==> src/rtl/bcd_pkg.sv <==
// Shared BCD definitions: widths, decoded-word struct and the BCD-to-one-hot map
// used by the decoder and by the dec2bcd benches.
package bcd_pkg;
  localparam int BCD_W = 4;
  localparam int DEC_W = 10;

  typedef struct packed {
    logic             err;
    logic [DEC_W-1:0] dec;
  } dec_word_t;

  // Digit 0 sits on bit0, digits 1..9 count down from bit9 (dec2bcd numbering).
  function automatic dec_word_t bcd_to_onehot(input logic [BCD_W-1:0] code);
    dec_word_t w;
    w.err = 1'b0;
    w.dec = '0;
    case (code)
      4'd0:    w.dec = 10'b00_0000_0001;
      4'd1:    w.dec = 10'b10_0000_0000;
      4'd2:    w.dec = 10'b01_0000_0000;
      4'd3:    w.dec = 10'b00_1000_0000;
      4'd4:    w.dec = 10'b00_0100_0000;
      4'd5:    w.dec = 10'b00_0010_0000;
      4'd6:    w.dec = 10'b00_0001_0000;
      4'd7:    w.dec = 10'b00_0000_1000;
      4'd8:    w.dec = 10'b00_0000_0100;
      4'd9:    w.dec = 10'b00_0000_0010;
      default: w.err = 1'b1;
    endcase
    return w;
  endfunction
endpackage

==> src/rtl/bcd_fifo.sv <==
// Synchronous FIFO with wrap-bit pointers; full/empty/level all derive from the pointers.
module bcd_fifo #(
  parameter int WIDTH = 4,
  parameter int DEPTH = 4
) (
  input  logic                     clk,
  input  logic                     rst_n,
  input  logic                     push,
  input  logic [WIDTH-1:0]         wdata,
  input  logic                     pop,
  output logic [WIDTH-1:0]         rdata,
  output logic                     full,
  output logic                     empty,
  output logic [$clog2(DEPTH):0]   level
);
  localparam int AW = $clog2(DEPTH);

  logic [WIDTH-1:0] mem [DEPTH];
  logic [AW:0]      wptr, rptr;
  logic             do_push, do_pop;

  assign do_push = push && !full;
  assign do_pop  = pop && !empty;

  always_ff @(posedge clk) begin
    if (do_push) mem[wptr[AW-1:0]] <= wdata;
  end

  always_ff @(posedge clk or negedge rst_n) begin
    if (!rst_n) begin
      wptr <= '0;
      rptr <= '0;
    end else begin
      if (do_push) wptr <= wptr + 1'b1;
      if (do_pop)  rptr <= rptr + 1'b1;
    end
  end

  // Same index with differing wrap bit means the writer lapped the reader.
  assign full  = (wptr[AW] != rptr[AW]) && (wptr[AW-1:0] == rptr[AW-1:0]);
  assign empty = (wptr == rptr);
  assign level = wptr - rptr;
  assign rdata = mem[rptr[AW-1:0]];
endmodule

==> src/rtl/bcd2dec_buf.sv <==
// Buffered BCD-to-one-hot decoder: FIFO in front of a registered output stage,
// with a saturating count of invalid codes accepted.
module bcd2dec_buf
  import bcd_pkg::*;
#(
  parameter int DEPTH     = 4,
  parameter int ERR_CNT_W = 8
) (
  input  logic                   clk,
  input  logic                   rst_n,
  input  logic                   in_valid,
  input  logic [BCD_W-1:0]       in_bcd,
  output logic                   in_ready,
  output logic                   out_valid,
  output logic [DEC_W-1:0]       out_dec,
  output logic                   out_err,
  input  logic                   out_ready,
  output logic [$clog2(DEPTH):0] level,
  output logic [ERR_CNT_W-1:0]   err_count
);
  logic             push, load, full, empty;
  logic [BCD_W-1:0] head;
  dec_word_t        head_w;

  // No pass-through: a full FIFO refuses input even on a popping cycle.
  assign in_ready = !full;
  assign push     = in_valid && in_ready;
  assign load     = !empty && (!out_valid || out_ready);
  assign head_w   = bcd_to_onehot(head);

  bcd_fifo #(.WIDTH(BCD_W), .DEPTH(DEPTH)) u_fifo (
    .clk   (clk),
    .rst_n (rst_n),
    .push  (push),
    .wdata (in_bcd),
    .pop   (load),
    .rdata (head),
    .full  (full),
    .empty (empty),
    .level (level)
  );

  always_ff @(posedge clk or negedge rst_n) begin
    if (!rst_n) begin
      out_valid <= 1'b0;
      out_dec   <= '0;
      out_err   <= 1'b0;
    end else if (load) begin
      out_valid <= 1'b1;
      out_dec   <= head_w.dec;
      out_err   <= head_w.err;
    end else if (out_ready) begin
      out_valid <= 1'b0;
    end
  end

  always_ff @(posedge clk or negedge rst_n) begin
    if (!rst_n)
      err_count <= '0;
    else if (push && (in_bcd >= 4'd10) && (err_count != '1))
      err_count <= err_count + ERR_CNT_W'(1);
  end
endmodule

==> config.mk <==
export PLATFORM = sky130hd
export DESIGN_NAME = bcd2dec_buf
export DESIGN_NICKNAME = d
export VERILOG_FILES = /design/src/rtl/bcd_pkg.sv /design/src/rtl/bcd_fifo.sv /design/src/rtl/bcd2dec_buf.sv
export SDC_FILE = /design/constraint.sdc
export NUM_CORES = 1
export LEC_CHECK = 0
export ABC_AREA = 1
export CAP_MARGIN = 20
export CORE_AREA = 2 2 68 70
export CTS_BUF_LIST = sky130_fd_sc_hd__clkbuf_16
export DETAILED_ROUTE_END_ITERATION = 8
export DIE_AREA = 0 0 70 72
export PLACE_DENSITY = 0.72
export RECOVER_POWER = 100
export SYNTH_ARGS = -nofsm -noshare
export SYNTH_HDL_FRONTEND = slang
export SYNTH_SLANG_ARGS = --single-unit
export TNS_END_PERCENT = 100
==> constraint.sdc <==
create_clock -name clk -period 2.4 [get_ports clk]
set_input_delay 0.72 -clock clk [delete_from_list [all_inputs] [get_ports clk]]
set_output_delay 0.72 -clock clk [all_outputs]
set_load 0.01 [all_outputs]
==> metrics.csv <==
stage,metric,value,unit
power,combinational fraction of design power,47.0,%
placement,final estimated routing congestion in global placement,0.777,
timing,total setup violations reported at the end of the flow,0,
timing,relative max-transition margin,56.0,%
grt,overall routing resource usage,18.3,%
routing,highest routing layer actually used,met4,
placement,total of buffers placed on input and output ports,31,
floorplanning,standard-cell rows,24,
final_layout,count of nets after finishing,298,
worst_setup_path,capturing element type of the critical path,primary output,
worst_setup_path,Worst setup SP type,register,
final_layout,relative area change from synthesis to final layout,26.5,%
yosys,sequential fraction of the synthesis area,53.6,%
routing,DRC Markers,0,
yosys,Synthesized Nets,253,
timing,crit share post-route,97.2,%
final_layout,number of diodes,0,
yosys,yosys warns,0,
yosys,post-synth design cell area,0.00211,mm^2
power,P_sw,1.40,mW
yosys,post-synthesis sequential element count,42,
timing,"Hold Vio Cnt, Final",0,
routing,post-detailed-route count of antenna-violating nets,0,
floorplanning,top-level I/O count,32,
grt,maximum number of pins on one net before global-route repair,27,
worst_setup_path,critical path class,register to primary output,
final_layout,# fillers,364,
grt,global-route wire length before repair,7.13,mm
final_layout,Post-Layout Cell Count,334,
clocking,CTS tree,built,
clocking,clock slew seen by the registers of the worst setup and hold paths,0.06,ns
yosys,top post-synthesis cells by area,"sky130_fd_sc_hd__dfrtp_1 31%, sky130_fd_sc_hd__edfxtp_1 23%, sky130_fd_sc_hd__nand2_1 18%",
yosys,count of mapped cells out of synthesis,236,
routing,first-pass iteration count of the detailed router,6,
routing,routed length on met2,2.01,mm
power,power share of the clock group,21.5,%
routing,average via count per standard cell,4.82,
placement,DP HPWL,3.06,mm
routing,Met1 Wirelength,1.85,mm
power,Max VDD drop,0.611,mV
routing,Detailed Route Iter0 Violations,60,
yosys,average size of a mapped cell,8.94,um^2
clocking,clock network latency to the later pin of the worst-skew pair,0.29,ns
floorplanning,Die Area,0.00504,mm^2
final_layout,share of cells above drive strength 1,10.3,%
timing,fin. max-slew vios,0,
clocking,buffer type at the clock tree root,sky130_fd_sc_hd__clkbuf_16,
floorplanning,placeable core area,0.00426,mm^2
yosys,Synth area leader,sky130_fd_sc_hd__dfrtp_1,
floorplanning,starting utilization of the core area,49.5,%
worst_setup_path,required time of the critical path,1.68,ns
floorplanning,floorplan die width,70,um
power,Internal,2.16,mW
yosys,unique cell type count in the Yosys netlist,26,
power,Sw Share,39.3,%
placement,dpl cells,323,
grt,antenna violations before repair,0,
routing,detailed-routed wire length on met3,224,um
worst_setup_path,data arrival at the endpoint of the critical path,1.61,ns
clocking,level count of the clock H-tree,2,
yosys,post-synth top area share,30.8,%
timing,worst clock skew,0.00410,ns
timing,worst hold-check slack,0.473,ns
timing,"Min Clock Period, post-route",2.33,ns
grt,number of global-route vias before repair,1570,
timing,setup_tns,0,ns
final_layout,post-layout utilization of the core,62.6,%
grt,grt ovf,0,
job,number of maximum-capacitance constraint violations,0,
power,Power Density,1330,mW/mm^2
clocking,CTS sink cnt,42,
worst_setup_path,maximum net fanout on the critical path,3,
outcome,status,finished clean,
power,register share of total power,31.5,%
floorplanning,floorplan die height,72,um
clocking,CTS buffer count,5,
timing,pin slew with the least headroom to its limit,0.661,ns
worst_hold_path,path class of the lowest-slack min-delay path,register to register,
routing,drt total wl,4.14,mm
routing,average wire length per cell after detail routing,12.4,um
timing,achievable frequency,429,MHz
routing,count of vias placed by the detailed router,1611,
clocking,Max clock buf depth,2,
power,static leakage,1.37,nW
logic make-up (layout without fill, tap and decap cells):
group / Yosys count / in the layout / synth area share (%)
xor+xnor: 9 / 9 / 3.73
fa+ha+maj: 9 / 9 / 5.69
compound gates: 4 / 4 / 1.07
flops: 42 / 42 / 53.6
simple gates: 148 / 148 / 30.3
buf+inv: 24 / 70 / 5.57
cell usage after synthesis, drive strengths merged:
master / number
xnor2: 4
o21a: 1
o21ai: 2
nand2: 108
fa: 1
inv: 21
edfxtp: 16
nand3b: 1
dfrtp: 26
xor2: 5
a21oi: 1
nand3: 21
buf: 3
nand4: 2
nor2: 16
ha: 8
final cells by class:
| type | instances | area, um^2 | area share, % |
|---|---|---|---|
| Sequential cell | 42 | 1130 | 42.4 |
| Inverter | 21 | 83.8 | 3.14 |
| Timing Repair Buffer | 41 | 375 | 14.1 |
| Multi-Input combinational cell | 170 | 845 | 31.6 |
| Clock buffer | 5 | 125 | 4.69 |
| Clock inverter | 3 | 43.8 | 1.64 |
| Tap cell | 52 | 65.1 | 2.44 |
critical path, stage by stage (launching register included):
cell                              delay (ns)
sky130_fd_sc_hd__dfrtp_2                0.40
sky130_fd_sc_hd__buf_4                  0.15
sky130_fd_sc_hd__fa_1                   0.52
sky130_fd_sc_hd__inv_1                  0.04
sky130_fd_sc_hd__clkdlybuf4s15_1        0.22
power groups by stage:
stage          clock [mW]  combinational, mW  sequential [mW]
6_report            0.766               1.67             1.12
5_1_grt             0.807               1.92             1.15
4_1_cts             0.779               1.78             1.12
3_5_place_dp            0               1.77             1.14
3_3_place_gp            0               1.74             1.13
2_1_floorplan           0               1.09             1.17
timing repair:
item                                    in CTS  in global routing
pin swaps                                    0                  0
gates resized for setup                      6                  5
hold buffers                                 0                  0
buffers inserted                             2                  1
endpoints found under the setup margin       3                  4
sequential cells by signal, indices dropped and copies added, names as in the netlist:
name         flops
u_fifo.mem      16
out_dec         10
err_count        8
u_fifo.rptr      3
u_fifo.wptr      3
out_err          1
out_valid        1
worst paths after layout:
path | slack (ns) | cells past startpoint | to | startpoint
max | 0.07 | 4 | level[1] | u_fifo.rptr[1]
min in group asynchronous | 1.00 | 2 | out_err | rst_n
max reg2reg | 0.39 | 8 | u_fifo.mem[3][2] | u_fifo.rptr[1]
min reg2reg | 0.47 | 2 | out_dec[2] | out_dec[2]
min | 0.47 | 2 | out_dec[2] | out_dec[2]
max in group asynchronous | 0.93 | 2 | u_fifo.rptr[1] | rst_n
layer usage:
| metal | global-route usage [%] | vias to the layer above |
|---|---|---|
| met3 | 4.58 | 8 |
| li1 | - | 834 |
| met4 | 7.69 | 0 |
| met1 | 22.7 | 730 |
| met5 | 0 | - |
| met2 | 31.0 | 39 |
placed cells by master, fill, tap and decap left out, types with 2 or more instances in the layout:
| master | Yosys | final |
|---|---|---|
| sky130_fd_sc_hd__buf_4 | 1 | 9 |
| sky130_fd_sc_hd__clkbuf_16 | 0 | 5 |
| sky130_fd_sc_hd__clkdlybuf4s50_1 | 0 | 2 |
| sky130_fd_sc_hd__dfrtp_1 | 26 | 25 |
| sky130_fd_sc_hd__dlygate4sd3_1 | 0 | 25 |
| sky130_fd_sc_hd__edfxtp_1 | 16 | 16 |
| sky130_fd_sc_hd__ha_1 | 8 | 7 |
| sky130_fd_sc_hd__inv_1 | 18 | 18 |
| sky130_fd_sc_hd__inv_4 | 2 | 2 |
| sky130_fd_sc_hd__nand2_1 | 102 | 105 |
| sky130_fd_sc_hd__nand2_2 | 5 | 3 |
| sky130_fd_sc_hd__nand3_1 | 20 | 20 |
| sky130_fd_sc_hd__nand4_1 | 2 | 2 |
| sky130_fd_sc_hd__nor2_1 | 10 | 14 |
| sky130_fd_sc_hd__o21ai_0 | 1 | 2 |
| sky130_fd_sc_hd__xnor2_1 | 4 | 4 |
| sky130_fd_sc_hd__xor2_1 | 5 | 5 |
stage by stage:
stage / area, um^2 / power (mW) / setup WS [ns]
5_1_grt: 2670 / 3.87 / -0.00719
4_1_cts: 2690 / 3.69 / 0.00174
3_3_place_gp: 2500 / 2.87 / 0.0278
6_report: 2670 / 3.55 / 0.0676
3_5_place_dp: 2500 / 2.91 / 0.00476
2_1_floorplan: 2110 / 2.25 / 0.426
No activity file was read; power rests on OpenSTA's default activity.
